File: src/rtl/vga_sync_receiver.sv
// Receive-side VGA timing recovery: rebuilds beam position from
// HSync/VSync, qualifies line/frame timing and flags lock.
module vga_sync_receiver #(
  parameter int H_ACTIVE    = 640,
  parameter int H_FPORCH    = 16,
  parameter int H_PULSE     = 96,
  parameter int H_MAX       = 800,
  parameter int V_ACTIVE    = 480,
  parameter int V_FPORCH    = 10,
  parameter int V_MAX       = 525,
  parameter int SYNC_STAGES = 2,
  parameter int LOCK_LINES  = 4
) (
  input  logic       i_Clk,
  input  logic       i_Reset_n,
  input  logic       i_HSync,
  input  logic       i_VSync,
  input  logic [8:0] i_RGB,
  output logic [9:0] o_Column,
  output logic [9:0] o_Row,
  output logic       o_Active,
  output logic [8:0] o_RGB,
  output logic       o_Locked,
  output logic       o_Frame_Start,
  output logic       o_Line_Error
);

  typedef enum logic [1:0] {
    SEARCH,
    TRACK,
    LOCKED
  } state_t;

  localparam logic [9:0]  H_LOAD = 10'(H_ACTIVE + H_FPORCH);
  localparam logic [9:0]  H_LAST = 10'(H_MAX - 1);
  localparam logic [9:0]  H_HALF = 10'(H_MAX / 2);
  localparam logic [9:0]  H_ACT  = 10'(H_ACTIVE);
  localparam logic [9:0]  V_LOAD = 10'(V_ACTIVE + V_FPORCH);
  localparam logic [9:0]  V_PRE  = 10'(V_ACTIVE + V_FPORCH - 1);
  localparam logic [9:0]  V_LAST = 10'(V_MAX - 1);
  localparam logic [9:0]  V_ACT  = 10'(V_ACTIVE);
  localparam logic [10:0] LEN_OK = 11'(H_MAX - 1);
  localparam logic [10:0] LEN_TO = 11'(2 * H_MAX);
  localparam logic [10:0] PW_OK  = 11'(H_PULSE);
  localparam logic [7:0]  LOCK_N = 8'(LOCK_LINES);

  logic [SYNC_STAGES-1:0]      hs_pipe;
  logic [SYNC_STAGES-1:0]      vs_pipe;
  logic [SYNC_STAGES-1:0][8:0] rgb_pipe;
  logic                        hs_d;
  logic                        vs_d;

  logic [9:0]  col_q;
  logic [9:0]  row_q;
  logic        vs_pend;
  logic [10:0] len_q;
  logic [10:0] low_q;
  logic [10:0] pw_q;

  state_t      state;
  logic [7:0]  good_cnt;
  logic        vs_seen;

  logic        hs_s;
  logic        vs_s;
  logic [8:0]  rgb_s;
  logic        hs_fall;
  logic        hs_rise;
  logic        vs_fall;
  logic        line_end;
  logic        vs_early;
  logic [9:0]  col_now;
  logic [9:0]  row_step;
  logic [9:0]  row_now;
  logic [9:0]  row_exp;
  logic        frame_bad;
  logic        line_good;
  logic        bad_line;
  logic        timeout;
  logic        lk;
  logic        act;

  always_ff @(posedge i_Clk or negedge i_Reset_n) begin
    if (!i_Reset_n) begin
      hs_pipe  <= '1;
      vs_pipe  <= '1;
      rgb_pipe <= '0;
      hs_d     <= 1'b1;
      vs_d     <= 1'b1;
    end else begin
      hs_pipe  <= {hs_pipe[SYNC_STAGES-2:0], i_HSync};
      vs_pipe  <= {vs_pipe[SYNC_STAGES-2:0], i_VSync};
      rgb_pipe <= {rgb_pipe[SYNC_STAGES-2:0], i_RGB};
      hs_d     <= hs_s;
      vs_d     <= vs_s;
    end
  end

  always_comb begin
    hs_s     = hs_pipe[SYNC_STAGES-1];
    vs_s     = vs_pipe[SYNC_STAGES-1];
    rgb_s    = rgb_pipe[SYNC_STAGES-1];
    hs_fall  = hs_d & ~hs_s;
    hs_rise  = ~hs_d & hs_s;
    vs_fall  = vs_d & ~vs_s;
    line_end = ~hs_fall & (col_q == H_LAST);
    if (hs_fall)
      col_now = H_LOAD;
    else if (line_end)
      col_now = '0;
    else
      col_now = col_q + 10'd1;
    row_step = row_q;
    if (line_end)
      row_step = (row_q == V_LAST) ? '0 : row_q + 10'd1;
    // A VSync fall in the second half of a line belongs to the next one
    vs_early = vs_fall & (col_now < H_HALF);
    row_now  = row_step;
    if (vs_early | (line_end & vs_pend))
      row_now = V_LOAD;
    row_exp   = vs_early ? V_LOAD : V_PRE;
    frame_bad = vs_fall & (row_step != row_exp);
    line_good = (len_q == LEN_OK) & (pw_q == PW_OK);
    bad_line  = hs_fall & ~line_good;
    timeout   = ~hs_fall & (len_q == LEN_TO - 11'd1);
    lk        = (state == LOCKED);
    act       = lk & (col_now < H_ACT) & (row_now < V_ACT);
  end

  always_ff @(posedge i_Clk or negedge i_Reset_n) begin
    if (!i_Reset_n) begin
      col_q   <= '0;
      row_q   <= '0;
      vs_pend <= 1'b0;
      len_q   <= '0;
      low_q   <= '0;
      pw_q    <= '0;
    end else begin
      col_q <= col_now;
      row_q <= row_now;
      if (vs_fall & ~vs_early)
        vs_pend <= 1'b1;
      else if (line_end)
        vs_pend <= 1'b0;
      if (hs_fall)
        len_q <= '0;
      else if (len_q != LEN_TO)
        len_q <= len_q + 11'd1;
      if (hs_s)
        low_q <= '0;
      else if (low_q != '1)
        low_q <= low_q + 11'd1;
      if (hs_rise)
        pw_q <= low_q;
    end
  end

  always_ff @(posedge i_Clk or negedge i_Reset_n) begin
    if (!i_Reset_n) begin
      state         <= SEARCH;
      good_cnt      <= '0;
      vs_seen       <= 1'b0;
      o_Line_Error  <= 1'b0;
      o_Locked      <= 1'b0;
      o_Active      <= 1'b0;
      o_Frame_Start <= 1'b0;
      o_Column      <= '0;
      o_Row         <= '0;
      o_RGB         <= '0;
    end else begin
      o_Line_Error <= 1'b0;
      if (timeout) begin
        state        <= SEARCH;
        o_Line_Error <= lk;
      end else begin
        unique case (state)
          SEARCH: begin
            if (hs_fall) begin
              state    <= TRACK;
              good_cnt <= '0;
              vs_seen  <= 1'b0;
            end
          end
          TRACK: begin
            if (vs_fall)
              vs_seen <= 1'b1;
            if (hs_fall) begin
              if (!line_good)
                good_cnt <= '0;
              else if (good_cnt != LOCK_N)
                good_cnt <= good_cnt + 8'd1;
            end
            if (good_cnt >= LOCK_N && vs_seen)
              state <= LOCKED;
          end
          LOCKED: begin
            if (bad_line | frame_bad) begin
              state        <= SEARCH;
              o_Line_Error <= 1'b1;
            end
          end
          default: state <= SEARCH;
        endcase
      end
      o_Locked      <= lk;
      o_Active      <= act;
      o_Frame_Start <= lk & (col_now == '0) & (row_now == '0);
      o_Column      <= col_now;
      o_Row         <= row_now;
      o_RGB         <= act ? rgb_s : '0;
    end
  end

endmodule

File: config.mk
export PLATFORM = sky130hd
export DESIGN_NAME = vga_sync_receiver
export DESIGN_NICKNAME = d
export VERILOG_FILES = /design/src/rtl/vga_sync_receiver.sv
export SDC_FILE = /design/constraint.sdc
export NUM_CORES = 1
export LEC_CHECK = 0
export ABC_CLOCK_PERIOD_IN_PS = 6150
export BUFFER_PORTS_ARGS = -buffer_cell sky130_fd_sc_hd__buf_4
export CORE_MARGIN = 3
export CORE_UTILIZATION = 63
export CTS_BUF_LIST = sky130_fd_sc_hd__clkbuf_16
export DETAILED_ROUTE_END_ITERATION = 8
export GPL_TIMING_DRIVEN = 0
export PLACE_DENSITY_LB_ADDON = 0.25
export SETUP_SLACK_MARGIN = 0.5
export SYNTH_ARGS = -nofsm -noshare
export SYNTH_HDL_FRONTEND = slang
export SYNTH_SLANG_ARGS = --single-unit
File: constraint.sdc
create_clock -name i_Clk -period 6.15 [get_ports i_Clk]
set_input_delay 1.5375 -clock i_Clk [delete_from_list [all_inputs] [get_ports i_Clk]]
set_output_delay 1.5375 -clock i_Clk [all_outputs]
set_load 0.01 [all_outputs]
# == Word-level counts from Yosys, hierarchy flattened ==
# Cells that the tools add are included.
# classes
magnitude_cmp,4
reduce_logical,11
eq_ne,18
addsub,5
mux,29
bitwise,24
# ops
operator,count
10-bit 2-to-1 mux,5
11-bit 2-to-1 mux,4
8-bit 2-to-1 mux,4
11-bit by 1-bit adder with 11-bit output (second input constant),2
11-bit inequality test (second input constant),2
10-bit by 1-bit adder with 10-bit output (second input constant),2
10-bit == test (second input constant),2
10-bit logical NOT,2
10-bit by 9-bit < comparator with 1-bit output (second input constant),2
8-bit case mux with 2 select lines,1
1-bit bitwise AND,15
11-bit by 10-bit == test with 1-bit output (second input constant),1
11-bit == test (second input constant),1
11-bit by 7-bit == test with 1-bit output (second input constant),1
10-bit < comparator (second input constant),1
2-bit 2-to-1 mux,5
10-bit by 9-bit inequality test with 1-bit output,1
9-bit 2-to-1 mux,1
3-bit inequality test (second input constant),3
8-bit by 1-bit adder with 8-bit output (second input constant),1
8-bit by 3-bit >= comparator with 1-bit output (second input constant),1
8-bit by 3-bit inequality test with 1-bit output (second input constant),1
2-bit nonzero test,4
1-bit 2-to-1 mux,7
other kinds (13),22
# word_totals
output_inout_bits,33
ff_bits,102

# == Logic depth before layout (Yosys ltp) ==
# Gate-level depths: netlist of the first run.
# depth
depth_word,15
ltp_mapped,10
depth_no_buf,9

# == Worst setup path before layout of the first run ==
# Ideal clock, no wire load.
# synth_path
path_kind,reg2reg
from,"register, netlist name o_Column[0]"
to,register o_Frame_Start
period_less_slack_ns,2.587
t_arrival_ns,2.492
stages_incl_launch_ff,10
setup_time_ns,0.096
n_path_buf,1
path_slack_ns,3.563
cell_sequence,dfrtp_1 > ha_1 > buf_2 > nand4_2 > or4_4 > a21oi_2 > a2bb2oi_2 > nand2_2 > or4_1 > nor4_2
# synth_rtl
element,line_no,text
end signal: assignment,207,o_Frame_Start <= lk & (col_now == '0) & (row_now == '0);
end: declaration,24,"output logic o_Frame_Start,"

==> metrics, run 1 <==
status completed; synthesized instance count around 430; Setup crit end kind register; CP Launch Type register; Die X 92.2 um; Final period util approximately half; Rows 30; Final Core Density 77.7%; Crit Path Category reg2reg; Final nets 509; DRC violations left 0; initial antenna violation count 0; Max Cap Viol 0; hold_ws 0.350 ns; Setup Viol. Count Final 0; reg2reg setup slack 3.05 ns; Post-Place Setup Slack 3.15 ns; Cells after DPL ~570; Arr. time, crit path approximately 3.4 ns; Post-synth EDFFs 0; clk slew on worst S/H paths around 0.08 ns; Die Span Y approximately 90 um; Compound-Gate Fraction of Synth Area 10.0%; placed instance area 5140 um2; minimum clock period 3.10 ns; Synth Area in Simple Gates 22.5%; TritonRoute pass-1 iters 4; post-CTS sizing 0; Boundary Pins 46; slowest stage cell, crit path nor4_1; f_max 322 MHz; CTS buffer count 9; main combinational cell family by area after synthesis simple AND/OR/NAND/NOR gates; proportion of synthesized area in mux cells around 3.3%; pwr/cell area 275 nW/um2; root buf cell clkbuf_16; die area 8510 um2; post-DP HPWL 6.24 mm; P_leak 2.47 nW; CORE AREA ~7000 um2; Synth area leaders dfrtp_1 51%, nor2_1 3.9%, dfstp_2 3.4%; peak supply drop 0.000213 V; Hold WC Path Type reg2reg; largest net degree at the start of global routing 103; Mapped Area between 4000 and 5000 um2; Slew @ Worst Pin 1.22 ns; DRT iter0 DRCs ~330; average wire per standard cell 16.1 um; count of different cell masters after synthesis 68; # fillers 470; clock skew 0.00885 ns; commonest non-fill, non-tap cell in the layout dfrtp_1; number of buffers on the longest clock path 2; async set or reset register ratio after synthesis 100%; commonest non-fill, non-tap cells in the layout 96 x dfrtp_1, 49 x nor2_1, 45 x buf_4, 28 x nand2_1; vias in the first global route 3462; setup bufs post-CTS 0; cell taking the most area after synthesis dfrtp_1; CP top delay family simple AND/OR/NAND/NOR gates; Net Count, Synth 453; Layout area overhead 16.4%; GRT overflow 0; share of post-route cells with drive strength above 1 20.3%; n_diodes 0; CTS sink count 102; top-area cell type share of the netlist area between 50% and 60%; syn avg cell area about 11 um2; Finished Layout Cells 589; yosys warns 0; final hold viol count 0; initial core utilization 66.8%; final estimated routing congestion in global placement between 0.9 and 1; Final Max Tran Viols 0; Post-Synth XOR/XNOR Area 5.05%; Max Fanout on Critical Path 10; CP Cell Sequence ha_1 -> buf_2 -> nand4_2 -> nor4_1 -> a211oi_1 -> or2_1 -> o21ai_2 -> nor4b_4 -> and2_1; unrepaired setup endpoints after global routing false; PnR worst setup slack 3.05 ns; Crit path largest cell delay 0.75 ns; Detail Route Antenna Nets 0; fin area 5460 um2; register area share after synthesis between 50% and 60%; Clock Latency Late Sink ~0.35 ns; worst path bufs/invs 1; Vias/cell 5.95; final wirelength 9.47 mm; hold-fix buffers at CTS 0; H-tree levels 3; Synth Flop Type dfrtp_1; Via Count 3503; CTS tree built; Post-Synth Adder-Cell Area 2.14%; slew margin rel. 18.9%; first-pass GRT wire length 16.7 mm; total track usage 24.9%; final setup TNS 0 ns; Buffers on Ports 45; Total Power around 1.5 mW; flops & latches, synth slightly above 100; CP Data Required Time 6.39 ns
==> metal layers <==
metal / wire length [um] / vias to the layer above / GRT usage [%] / share of wire, %
met1: 3950 / 1714 / 32.5 / 42
li1: - / 1654 / - / -
met3: 542 / 22 / 6.23 / 5.7
met2: 4820 / 113 / 41.3 / 51
met5: 0 / - / 0 / 0
met4: 162 / 0 / 7.30 / 1.7
==> final cells by class <==
class,instances,area [um2],share of cell area (%)
Sequential cell,102,2560,46.9
Multi-Input combinational cell,303,2010,36.9
Timing Repair Buffer,45,338,6.19
Clock buffer,9,225,4.13
Tap cell,96,120,2.20
Clock inverter,7,87.6,1.61
Inverter,15,56.3,1.03
Buffer,12,55.1,1.01
==> cells in the mapped netlist (3+ instances only) <==
cell	number
a211oi_1	3
a21oi_1	10
a31oi_1	8
and2_1	11
and3_1	12
and4_1	4
buf_1	3
clkbuf_1	6
dfrtp_1	96
dfstp_2	6
ha_1	8
inv_1	15
mux2_2	12
nand2_1	28
nand2b_1	4
nand3_1	21
nand4_1	8
nor2_1	49
nor2b_1	7
nor3_1	3
nor4_1	5
o21ai_0	21
o31ai_1	6
or3_1	3
or4_1	4
xnor2_1	13
xor2_1	14
==> path summary, 6_finish.rpt <==
check | to | cells past startpoint | from
max in group asynchronous | len_q[3] | 1 | i_Reset_n
min reg2reg | rgb_s[1] | 0 | rgb_pipe[1]
min | rgb_s[1] | 0 | rgb_pipe[1]
max reg2reg | o_RGB[7] | 9 | o_Column[0]
min in group asynchronous | o_Row[4] | 1 | i_Reset_n
max | o_RGB[7] | 9 | o_Column[0]
==> report_power, final <==
group	internal, mW	total [mW]	switching [mW]
Clock	0.291	0.576	0.284
Sequential	0.711	0.758	0.0474
Combinational	0.0767	0.168	0.0913
Total	1.08	1.50	0.423
==> sequential cells by signal, summed over array words and instances, names as in the netlist, 9 cells and up <==
name	cells
len_q	11
rgb_s	9
o_Column	10
o_RGB	9
pw_q	11
o_Row	10
low_q	11
rgb_pipe	9
==> logic make-up (layout without fill, tap and decap cells) <==
group,after synthesis,after routing
simple gates,184,184
xor+xnor,27,27
buf+inv,27,88
flops,102,102
compound gates,70,70
mux,14,14
fa+ha+maj,8,8
Power figures use the tool's default switching activity.
==> run 2, diff against run 1 <==
Settings changed: ABC_CLOCK_PERIOD_IN_PS 6150 to 2700, CORE_UTILIZATION 63 to 53.
Clock period 6.15 ns to 2.7 ns, I/O delays scaled along.
==> run 2 against run 1 <==
  * Worst setup slack worse by 2.9 ns
  * Largest power group unchanged
  * Largest cell class unchanged
  * Core utilization down 5.2 points
  * Wire length up 11%
  * Power up 130%
  * Design area up 11%
  * Critical path type unchanged
  * Sequential power up 130%
==> metrics, run 2 (same netlist as run 1, synthesis figures left out) <==
TritonRoute pass-1 iters 5 (was 4); Slew @ Worst Pin 1.22 ns (about the same); largest net degree at the start of global routing 103 (unchanged); GRT overflow 0 (unchanged); slowest stage cell, crit path dfrtp_1 (was nor4_1); peak supply drop 0.000403 V (was 0.000213 V); hold worst-path end rgb_s[5] (was rgb_s[1]); unrepaired setup endpoints after global routing true (was false); clock skew 0.0110 ns (was 0.00885 ns); number of buffers on the longest clock path 2 (unchanged); Hold WC Path Type reg2reg (unchanged); Die X 100 um (was 92.2 um); CP dominant cell by count buf_6; share of post-route cells with drive strength above 1 33.8% (was 20.3%); CTS sink count 102 (unchanged); Setup Viol. Count Final 0 (unchanged); Die Span Y 100 um (was 92.2 um); total track usage 20.9% (was 24.9%); Layout area overhead 29.7% (was 16.4%); pwr/cell area 576 nW/um2 (was 275 nW/um2); final estimated routing congestion in global placement 0.842 (was 0.938); Max Cap Viol 0 (unchanged); reg2reg end o_RGB[8] (was o_RGB[7]); Final Core Density 72.5% (was 77.7%); Crit path largest cell delay 0.62 ns (was 0.75 ns); f_max 390 MHz (was 322 MHz); final hold viol count 0 (unchanged); commonest non-fill, non-tap cells in the layout 91 x dfrtp_1, 68 x buf_4, 46 x nor2_1, 28 x nand2_1, 18 x nand3_1 (was 96 x dfrtp_1, 49 x nor2_1, 45 x buf_4, 28 x nand2_1); status completed (unchanged); vias in the first global route 3542 (was 3462); Setup crit end kind register (unchanged); initial antenna violation count 0 (unchanged); CP Cell Sequence nand4_4 -> buf_6 -> or4_4 -> nor3b_4 -> xnor2_2 -> nor3_4 -> nor4b_4 -> buf_6 -> and2_1 (was ha_1 -> buf_2 -> nand4_2 -> nor4_1 -> a211oi_1 -> or2_1 -> o21ai_2 -> nor4b_4 -> and2_1); CTS tree built (unchanged); P_leak 2.73 nW (was 2.47 nW); Largest regs len_q (11), low_q (11), pw_q (11) (unchanged); Rows 33 (was 30); Via Count 3672 (was 3503); CP Data Required Time 2.99 ns (was 6.39 ns); Max Fanout on Critical Path 10 (unchanged); hold_sp rgb_pipe[5] (was rgb_pipe[1]); commonest non-fill, non-tap cell in the layout dfrtp_1 (unchanged); cell count of the worst reg-to-reg path 9 (unchanged); Post-Place Setup Slack -0.210 ns (was 3.15 ns); Arr. time, crit path 2.85 ns (was 3.35 ns); first-pass GRT wire length 16.8 mm (was 16.7 mm); DRT iter0 DRCs 230 (was 333); final wirelength 10.5 mm (was 9.47 mm); Final Max Tran Viols 0 (unchanged); Buffers on Ports 45 (unchanged); H-tree levels 3 (unchanged); Boundary Pins 46 (unchanged); Crit Path Category reg2reg (unchanged); average wire per standard cell 16.7 um (was 16.1 um); root buf cell clkbuf_16 (unchanged); post-DP HPWL 6.40 mm (was 6.24 mm); Vias/cell 5.82 (was 5.95); Final nets 542 (was 509); reg2reg setup slack 0.13 ns (was 3.05 ns); CP Launch Type register (unchanged); DRC violations left 0 (unchanged); initial core utilization 55.9% (was 66.8%); CORE AREA 8380 um2 (was 7020 um2); hold-fix buffers at CTS 0 (unchanged); CTS buffer count 9 (unchanged); slew margin rel. 18.5% (was 18.9%); Clock Latency Late Sink 0.35 ns (about the same); minimum clock period 2.57 ns (was 3.10 ns); clk slew on worst S/H paths 0.08 ns (about the same); die area 10000 um2 (was 8510 um2); Final period util 95.0% (was 50.5%); reg2reg start o_Column[4] (was o_Column[0]); PnR worst setup slack 0.134 ns (was 3.05 ns); Detail Route Antenna Nets 0 (unchanged); n_diodes 0 (unchanged); hold path depth 0 (unchanged)
-- run 2: cell types whose count changed in the layout (fill, tap and decap cells not counted), moves of 4 or more --
| cell | delta |
|---|---|
| buf_4 | +23 |
| buf_6 | +11 |
| clkbuf_1 | -4 |
| dfrtp_1 | -5 |
| dfrtp_2 | +5 |
| nor4_4 | +4 |
| o21ai_0 | -7 |
| o21ai_1 | +5 |
| o31ai_1 | -5 |
| o31ai_4 | +4 |
| or4_1 | -4 |
| or4_4 | +4 |
-- run 2: worst max-delay path by stage --
stage | startpoint | endpoint | slack, ns | cells after the start
after global placement | hs_pipe[1] | o_RGB[8] | -0.16 | 8
after floorplan | o_Column[0] | o_Frame_Start | 0.17 | 9
after global routing | o_Column[4] | o_RGB[4] | 0.03 | 9
final | o_Column[4] | o_RGB[8] | 0.13 | 9
after CTS | o_Column[0] | o_Frame_Start | 0.12 | 9
after detailed placement | o_Column[0] | o_RGB[8] | -0.21 | 9
-- run 2: report_power, final --
part | internal [mW] | total (mW) | leakage (nW) | switching [mW]
logic | 0.245 | 0.502 | 1.29 | 0.257
clock network | 0.647 | 1.25 | 0.143 | 0.602
registers | 1.62 | 1.75 | 1.30 | 0.124
-- run 2: layout make-up --
class	count	area, um2
clock inverters	7	66.3
flip-flops and latches	102	2570
clock buffers	9	225
plain buffers	12	76.3
fillers	575	2300
multi-input cells	303	2330
inverters	15	56.3
repair buffers	78	623
well taps	105	131
-- run 2: what timing repair did --
| item | 4_1_cts | 5_1_grt |
|---|---|---|
| pin swaps | 20 | 19 |
| endpoints found under the setup margin | 32 | 34 |
| buffers inserted | 23 | 10 |
| resized for setup | 53 | 35 |
-- run 2: metrics by stage --
step / hold slack [ns] / TNS [ns] / total power [mW] / instance area, um2 / std cells
floorplan: 0.331 / 0 / 1.97 / 4710 / 432
global placement: 0.332 / -1.56 / 2.13 / 5170 / 582
detailed placement: 0.336 / -1.96 / 2.14 / 5170 / 582
CTS: 0.352 / 0 / 3.48 / 5870 / 621
global route: 0.357 / 0 / 3.65 / 6080 / 631
finish: 0.348 / 0 / 3.50 / 6080 / 631
-- run 2: metal layers --
metal  routed length, um  vias up  track usage, %
met5                   0        -               0
met4                 175        0            7.36
met3                 523       18            4.73
met2                5300      120            34.3
met1                4520     1811            27.5
li1                    -     1723               -
-- run 2: critical path, delay by kind of cell (launching register included) --
family	cells	cell delay, ns
and+or+nand+nor	6	1.37
xor gates and xnor gates	1	0.18
DFF	1	0.62
buffers and inverters	2	0.32
